## src/rtl/norm_shift_pipe_pkg.sv

```systemverilog
// Shared width helpers for the normalising shift pipeline.
package norm_shift_pipe_pkg;

    // Width of a leading-zero count for an n-bit fraction (never below 1 bit).
    function automatic int lzc_w(input int n);
        return (n > 1) ? $clog2(n) : 1;
    endfunction

    // The adjusted exponent is one bit wider than the input; it cannot overflow
    // as long as the largest shift (n-1) fits in the input exponent's range.
    function automatic bit exp_w_ok(input int n, input int e);
        return (e >= 2) && (e <= 31) && (longint'(n) <= (longint'(1) << (e - 1)));
    endfunction

endpackage

```

## src/rtl/norm_lzc.sv

```systemverilog
// Combinational leading-zero counter; non-power-of-two widths are padded on the LSB side.
module norm_lzc
    import norm_shift_pipe_pkg::*;
#(
    parameter int C_N = 64
) (
    input  logic [C_N-1:0]          frac,
    output logic [lzc_w(C_N)-1:0]   lzc,
    output logic                    zero
);

    localparam int LW = lzc_w(C_N);
    localparam int P  = 1 << LW;

    logic [P-1:0] pad;

    // LSB-side zeros never affect the count of zeros above the leading one.
    if (P == C_N) begin : g_exact
        assign pad = frac;
    end else begin : g_pad
        assign pad = {frac, {(P - C_N){1'b0}}};
    end

    always_comb begin
        logic found;
        lzc   = '0;
        found = 1'b0;
        for (int i = P - 1; i >= 0; i--) begin
            if (!found && pad[i]) begin
                lzc   = LW'(P - 1 - i);
                found = 1'b1;
            end
        end
    end

    assign zero = ~|frac;

endmodule

```

## src/rtl/norm_shift_pipe.sv

```systemverilog
// Two-stage normaliser: S1 registers the beat and its leading-zero count,
// S2 registers the barrel-shifted fraction and the adjusted exponent.
module norm_shift_pipe
    import norm_shift_pipe_pkg::*;
#(
    parameter int C_N = 64,
    parameter int C_E = 12
) (
    input  logic                    clk,
    input  logic                    rst_n,
    input  logic                    s_valid,
    output logic                    s_ready,
    input  logic                    s_sign,
    input  logic [C_E-1:0]          s_exp,
    input  logic [C_N-1:0]          s_frac,
    output logic                    m_valid,
    input  logic                    m_ready,
    output logic                    m_sign,
    output logic [C_E:0]            m_exp,
    output logic [C_N-1:0]          m_frac,
    output logic [lzc_w(C_N)-1:0]   m_lzc,
    output logic                    m_zero
);

    localparam int LW = lzc_w(C_N);

    if (!exp_w_ok(C_N, C_E)) begin : g_bad_widths
        $fatal(1, "norm_shift_pipe: C_N must not exceed 2**(C_E-1)");
    end

    logic            v1, v2;
    logic            en1, en2;
    logic            sign1, zero1;
    logic [C_E-1:0]  exp1;
    logic [C_N-1:0]  frac1;
    logic [LW-1:0]   lzc1;

    logic [LW-1:0]   lzc0;
    logic            zero0;
    logic [C_N-1:0]  frac_sh;
    logic [C_E:0]    exp_adj;

    assign en2     = ~v2 | m_ready;
    assign en1     = ~v1 | en2;
    assign s_ready = en1 & rst_n;
    assign m_valid = v2;

    norm_lzc #(.C_N(C_N)) u_lzc (
        .frac (s_frac),
        .lzc  (lzc0),
        .zero (zero0)
    );

    always_ff @(posedge clk) begin
        if (!rst_n) begin
            v1    <= 1'b0;
            sign1 <= 1'b0;
            exp1  <= '0;
            frac1 <= '0;
            lzc1  <= '0;
            zero1 <= 1'b0;
        end else if (en1) begin
            v1 <= s_valid;
            if (s_valid) begin
                sign1 <= s_sign;
                exp1  <= s_exp;
                frac1 <= s_frac;
                lzc1  <= lzc0;
                zero1 <= zero0;
            end
        end
    end

    // Barrel shifter: one conditional power-of-two stage per count bit.
    always_comb begin
        frac_sh = frac1;
        for (int k = 0; k < LW; k++) begin
            if (lzc1[k]) begin
                frac_sh = frac_sh << (1 << k);
            end
        end
    end

    assign exp_adj = {exp1[C_E-1], exp1} - {{(C_E + 1 - LW){1'b0}}, lzc1};

    always_ff @(posedge clk) begin
        if (!rst_n) begin
            v2     <= 1'b0;
            m_sign <= 1'b0;
            m_exp  <= '0;
            m_frac <= '0;
            m_lzc  <= '0;
            m_zero <= 1'b0;
        end else if (en2) begin
            v2 <= v1;
            if (v1) begin
                m_sign <= sign1;
                m_zero <= zero1;
                if (zero1) begin
                    m_exp  <= '0;
                    m_frac <= '0;
                    m_lzc  <= '0;
                end else begin
                    m_exp  <= exp_adj;
                    m_frac <= frac_sh;
                    m_lzc  <= lzc1;
                end
            end
        end
    end

endmodule

```

## config.mk

```make
export PLATFORM = sky130hd
export DESIGN_NAME = norm_shift_pipe
export DESIGN_NICKNAME = d
export VERILOG_FILES = /design/src/rtl/norm_shift_pipe_pkg.sv /design/src/rtl/norm_lzc.sv /design/src/rtl/norm_shift_pipe.sv
export SDC_FILE = /design/constraint.sdc
export NUM_CORES = 1
export LEC_CHECK = 0
export CORE_MARGIN = 2
export CORE_UTILIZATION = 30
export DETAILED_ROUTE_END_ITERATION = 7
export GPL_ROUTABILITY_DRIVEN = 0
export GPL_TIMING_DRIVEN = 1
export HOLD_SLACK_MARGIN = 0.03
export PLACE_DENSITY = 0.5
export SLEW_MARGIN = 25
export SYNTH_ARGS = -nofsm -noshare
export SYNTH_HDL_FRONTEND = slang
export SYNTH_SLANG_ARGS = --single-unit
export TNS_END_PERCENT = 5
```

## constraint.sdc

```tcl
create_clock -name clk -period 3.44 [get_ports clk]
set_input_delay 0.688 -clock clk [delete_from_list [all_inputs] [get_ports clk]]
set_output_delay 0.688 -clock clk [all_outputs]
set_load 0.02 [all_outputs]
```

==> summary.md, run 1 <==
| Metric | Value |
|---|---|
| Post-DP HPWL | `29.6 mm` |
| Post-route DRC | `0` |
| CP arrival | `2.17 ns` |
| Number of global-route vias before repair | `9858` |
| DR iter-0 viols | `936` |
| Pin count of the biggest net entering global routing | `147` |
| Row Count | `69` |
| Synth top area cells | `dfxtp_1 (32%), mux4_2 (13%), nand2_1 (11%)` |
| CTS tree | `done` |
| Max Clock Freq | `0.350 GHz` |
| Syn Std Cell Area | `0.0107 mm2` |
| Final setup fails | `0` |
| # diodes | `0` |
| Via count | `10500` |
| Total congestion overflow | `0` |
| Maximum vdd drop | `0.273 mV` |
| GRT Util Overall | `20.7%` |
| Post-synth ARST share | `0%` |
| Syn Inst Count | `1319` |
| Startpoint Class | `primary input` |
| CTS buffer count | `17` |
| Clk_skew | `0.0116 ns` |
| Tcrit/Tclk final | `83.0%` |
| WHS Endpoint | `m_frac[18]$_SDFFE_PN0P_` |
| Setup repair bufs after CTS | `0` |
| Status | `complete, no violations` |
| Tmin final | `2.86 ns` |
| Die W | `193 um` |
| Area leader, netlist | `dfxtp_1` |
| Hold Buf Count CTS | `0` |
| Layout cells sized above 1 | `11.7%` |
| Initial antenna violation count | `0` |
| CP max FO | `4` |
| Most used flip-flop cell after synthesis | `dfxtp_1` |
| Seq/Total Area, Yosys | `32.0%` |
| Min-delay src | `m_frac[18]$_SDFFE_PN0P_` |
| Cells on worst reg2reg path | `8` |
| Worst reg2reg setup slack | `0.81 ns` |
| # IOs | `168` |
| Post-Syn Nets | `1407` |
| Syn avg cell area | `8.10 um2` |
| Drt first pass iters | `5` |
| Post-route insts no fill | `1911` |
| Area growth from synthesis to layout | `25.5%` |
| Required time worst endpoint | `2.75 ns` |
| CTS sink cnt | `171` |
| Clk buf depth | `2` |
| Setup_tns | `0 ns` |
| Die Y | `193 um` |
| Number of synthesized flops with an enable pin | `0` |
| Final net count | `1525` |
| Overall power | `0.00542 W` |
| Post-synth top area share | `32.0%` |
| Clock latency on the worst-skew pair | `0.43 ns` |
| Final worst setup slack | `0.583 ns` |
| Power density over the cells | `404 mW/mm2` |
| Leak | `4.80 nW` |
| Final WL | `38.6 mm` |
| Placed Cells | `1879` |
| Setup CP Type | `primary input to output pin` |
| Vias per inst | `5.49` |
| Yosys warns | `0` |
| Clock slew at reported path FFs | `0.07 ns` |
| Worst Tran Pin Value | `1.09 ns` |
| Number of routed nets with antenna violations | `0` |
| Worst setup EP type | `output pin` |
| Initial Util | `30.3%` |
| Core area | `0.0353 mm2` |
| RR Startpoint | `lzc1[0]$_SDFFE_PN0P_` |
| Hold Path Depth | `2` |
| R2R Path End | `m_frac[45]$_SDFFE_PN0P_` |
| Die area | `0.0372 mm2` |
| Root Buffer | `clkbuf_16` |
| # H-tree levels | `4` |
| Max cap viols | `0` |
| First-pass GRT wire length | `58.9 mm` |
| #FFs+latches synth | `171` |
| Place WS | `0.232 ns` |
| Post-CTS sizing | `0` |
| Synth cell types | `72` |
| Final hold viol count | `0` |
| Slew Limit Fails | `0` |
| Hold Path Class | `register to register` |
| IO Port Bufs | `167` |
| Routed wire per std cell | `20.2 um` |
| Relative slew slack | `26.6%` |
| RSZ-0062 raised after global routing | `no` |
-- per-layer routing --
layer / part of all wire [%] / GRT usage, % / up-vias
li1: - / - / 5007
met1: 49 / 31.0 / 5030
met2: 42 / 30.0 / 405
met3: 6.0 / 3.04 / 52
met4: 2.5 / 6.96 / 0
met5: 0 / 0 / -
-- worst max-delay path, stage by stage --
cell and delay [ns]:
clkdlybuf4s50_1 0.43, nor2b_1 0.33, a21oi_1 0.16, clkdlybuf4s50_1 0.56
-- area by class of cell --
cell class                 instances  area (um2)
timing repair buffer             194        1940
fill                            3677       21900
clock buffer                      17         425
clock inverter                    15         174
multi-input combinational       1026        6770
tap                              461         577
sequential                       171        3430
inverter                          27         104
-- metrics by stage --
stage	hold slack, ns	utilization (%)	instance area [um2]
after detailed placement	0.448	36.3	12800
after floorplan	0.433	-	10700
after global placement	0.442	36.3	12800
after global routing	0.481	38.0	13400
after CTS	0.458	38.0	13400
final	0.452	38.0	13400
-- synthesized netlist by cell type, types with 7 or more instances --
master     count
xnor2_1        8
a2bb2oi_1      7
buf_1         16
clkbuf_1      60
mux2i_1       41
mux4_2        62
inv_1         24
a21oi_1      145
nor3_1        32
nor2b_1        7
mux2_2        12
a22o_1        10
o211ai_1      10
a32oi_1        7
nor4_1         9
o22ai_1       24
o21ai_0       56
nor2_1       116
o21ai_1        8
buf_2         13
dfxtp_1      171
nand3_1       11
a22oi_1       18
a31oi_1       13
nand2_1      317
-- flip-flops by register name, indices dropped and copies added, names as in the netlist, 6 cells and up --
register,cells
exp1,12
frac1,64
lzc1,6
m_exp,13
m_frac,64
m_lzc,6
-- worst max-delay path by stage --
| stage | from | end | slack (ns) | cells after the start |
|---|---|---|---|---|
| global placement | s_frac[60] | lzc1[2]$_SDFFE_PN0P_ | 0.22 | 8 |
| finish | m_ready | s_ready | 0.58 | 4 |
| global route | s_frac[44] | lzc1[2]$_SDFFE_PN0P_ | 0.47 | 8 |
| detailed placement | s_frac[60] | lzc1[2]$_SDFFE_PN0P_ | 0.23 | 8 |
| CTS | m_ready | s_ready | 0.56 | 4 |
| floorplan | lzc1[2]$_SDFFE_PN0P_ | m_exp[8]$_SDFFE_PN0P_ | 0.81 | 12 |
-- logic make-up after synthesis --
| logic type | count (synthesis) | synth area share, % |
|---|---|---|
| flip-flops | 171 | 32.0 |
| XOR/XNOR | 9 | 0.737 |
| AO/OA/AOI/OAI | 356 | 20.9 |
| adder cells (fa/ha/maj) | 7 | 0.890 |
| buffers and inverters | 122 | 4.83 |
| AND/OR/NAND/NOR | 537 | 21.9 |
| multiplexers | 117 | 18.7 |
-- power breakdown --
part           switching [W]  leakage [nW]  internal, W
Clock               0.000941         0.285      0.00104
Sequential          0.000102          1.40      0.00208
Combinational       0.000729          3.11     0.000530
-- placed cells by master, fill, tap and decap left out, types with 6 or more instances in the layout --
cell type        Yosys  layout
nand2_1            317     315
dfxtp_1            171     168
clkdlybuf4s50_1      0     167
a21oi_1            145     144
nor2_1             116     115
mux4_2              62      62
o21ai_0             56      56
mux2i_1             41      41
nor3_1              32      32
o22ai_1             24      24
inv_1               24      23
buf_4                3      22
a22oi_1             18      18
clkbuf_16            0      17
a31oi_1             13      13
mux2_2              12      12
nand3_1             11      11
a22o_1              10      10
o211ai_1            10      10
nor4_1               9       9
o21ai_1              8       8
xnor2_1              8       8
a2bb2oi_1            7       7
nor2b_1              7       7
a32oi_1              7       7
nand2b_1             6       6
nor3b_1              6       6
nor4_2               6       6
ha_1                 6       6
No activity file was read; power rests on OpenSTA's default activity.
==> run 2: changes to the inputs <==
Clock period 3.44 ns to 2.9 ns, I/O delays scaled along.
==> run 2 against run 1 <==
Effect of this change: non-clock buffer count increased by 57; sequential power increased by 19%; utilization increased by 1.3 points; cell count increased by 3.0%; critical path depth increased by 4; wire length increased by 1.2%; count of clock-buffer cells in the layout unchanged; design area increased by 3.3%; first-iteration DRC count decreased by 2.6%; critical path type is now register to register; largest cell class unchanged; largest power group unchanged.
==> summary.md, run 2 (same netlist as run 1, synthesis figures left out) <==
| Metric | Value |
|---|---|
| Status | `complete, no violations` |
| Startpoint Class | `register` |
| Root Buffer | `clkbuf_16` |
| Commonest non-fill, non-tap cell in the layout | `nand2_1` |
| Number of routed nets with antenna violations | `0` |
| Maximum vdd drop | `0.392 mV` |
| CP most frequent cell | `nor2_1` |
| Met1 Use GR | `31.3%` |
| # diodes | `0` |
| CTS sink cnt | `171` |
| Worst reg2reg setup slack | `0.26 ns` |
| GRT Util Overall | `20.9%` |
| Biggest regs | `frac1 x64, m_frac x64, m_exp x13` |
| Fin util | `39.2%` |
| Min Hold Slack | `0.452 ns` |
| Max Clock Freq | `0.378 GHz` |
| Required time worst endpoint | `3.20 ns` |
| CTS buffer count | `17` |
| Power density over the cells | `464 mW/mm2` |
| Place WS | `-0.0908 ns` |
| Hold Buf Count CTS | `0` |
| R2R Path End | `m_frac[26]$_SDFFE_PN0P_` |
| Most frequent cells in the layout | `nand2_1 (315), dfxtp_1 (168), clkdlybuf4s50_1 (167)` |
| Overall power | `0.00643 W` |
| Die W | `193 um` |
| # H-tree levels | `4` |
| Area growth from synthesis to layout | `29.6%` |
| Relative slew slack | `37.6%` |
| Die Y | `193 um` |
| Min-delay src | `m_frac[18]$_SDFFE_PN0P_` |
| DR iter-0 viols | `912` |
| Via count | `10700` |
| Tmin final | `2.64 ns` |
| Crit-path cells | `buf_12 -> mux4_1 -> mux2_2 -> mux2i_1 -> nor2_1 -> a21oi_2 -> a2bb2oi_1 -> nor2_1` |
| Setup repair bufs after CTS | `0` |
| Total congestion overflow | `0` |
| Gr busiest metal | `met1` |
| RR Startpoint | `lzc1[0]$_SDFFE_PN0P_` |
| Delay-heaviest family, CP | `multiplexers` |
| Post-CTS sizing | `0` |
| Setup_tns | `0 ns` |
| Layout cells sized above 1 | `14.9%` |
| Slew Limit Fails | `0` |
| Tcrit/Tclk final | `91.2%` |
| Initial antenna violation count | `0` |
| Vias per inst | `5.42` |
| RSZ-0062 raised after global routing | `no` |
| CP bufs+invs | `1` |
| Final WL | `39.0 mm` |
| Drt first pass iters | `5` |
| Slowest CP cell | `mux4_1` |
| Pin count of the biggest net entering global routing | `148` |
| CP max FO | `41` |
| Met3 GRT Util | `2.18%` |
| Final worst setup slack | `0.256 ns` |
| # IOs | `168` |
| Cells on worst reg2reg path | `8` |
| Die area | `0.0372 mm2` |
| Final hold viol count | `0` |
| First-pass GRT wire length | `59.4 mm` |
| Worst setup EP type | `register` |
| Post-DP HPWL | `30.1 mm` |
| IO Port Bufs | `167` |
| CP arrival | `2.95 ns` |
| Routed wire per std cell | `19.8 um` |
| Crit-path max cell delay | `0.69 ns` |
| Final net count | `1582` |
| Number of global-route vias before repair | `10000` |
| CTS tree | `done` |
| Final setup fails | `0` |
| WHS Endpoint | `m_frac[18]$_SDFFE_PN0P_` |
| Core area | `0.0353 mm2` |
| Initial Util | `30.3%` |
| Clock latency on the worst-skew pair | `0.44 ns` |
| Clock slew at reported path FFs | `0.08 ns` |
| Leak | `5.08 nW` |
| Post-route DRC | `0` |
| Clk buf depth | `2` |
| Max cap viols | `0` |
| Hold Path Class | `register to register` |
| Hold Path Depth | `2` |
| Global Route met2 Usage | `30.9%` |
| Setup CP Type | `register to register` |
| Worst Tran Pin Value | `0.927 ns` |
| Row Count | `69` |
| Clk_skew | `0.0104 ns` |
==> run 2: cell count changes in the layout (fill, tap and decap cells not counted), moves of 2 or more <==
cell,previous run,this run
buf_4,22,76
inv_8,4,6
inv_6,5,2
buf_12,5,8
==> run 2: metal layers <==
metal / wire (um) / share of wire, %
met1: 19100 / 49
met2: 16700 / 43
met3: 2120 / 5.4
met4: 1100 / 2.8
met5: 0 / 0
==> run 2: power by group <==
part / switching (W) / internal, W / total, W
combinational: 0.000869 / 0.000679 / 0.00155
clock: 0.00114 / 0.00115 / 0.00229
sequential: 0.000122 / 0.00247 / 0.00259
total: 0.00213 / 0.00430 / 0.00643
==> run 2: cell type report <==
class / count / area (um2)
clock buffers: 17 / 425
clock inverters: 15 / 154
fillers: 3674 / 21500
inverters: 27 / 104
multi-input cells: 1026 / 6770
flip-flops and latches: 171 / 3430
well taps: 461 / 577
repair buffers: 251 / 2400
==> run 2: metrics by stage <==
stage | cells | area (um2)
final | 1968 | 13900
after global routing | 1968 | 13900
after CTS | 1968 | 13900
after detailed placement | 1936 | 13300
after global placement | 1936 | 13300
after floorplan | 1319 | 10700
==> run 2: how the worst max path moves through the flow <==
stage                                    start                       to  slack (ns)  cells after the start
final                     lzc1[0]$_SDFFE_PN0P_  m_frac[26]$_SDFFE_PN0P_        0.26                      8
after global routing      lzc1[0]$_SDFFE_PN0P_  m_frac[26]$_SDFFE_PN0P_        0.17                      8
after CTS                                rst_n                  s_ready        0.28                      4
after detailed placement            s_frac[20]     lzc1[2]$_SDFFE_PN0P_       -0.09                      9
after global placement              s_frac[20]     lzc1[4]$_SDFFE_PN0P_       -0.06                      9
after floorplan           lzc1[2]$_SDFFE_PN0P_    m_exp[8]$_SDFFE_PN0P_        0.27                     12
==> run 2: worst min-delay path: stages (launching register included) <==
cell and delay (ns):
dfxtp_1 0.32, nand2_1 0.05, nand2_1 0.04
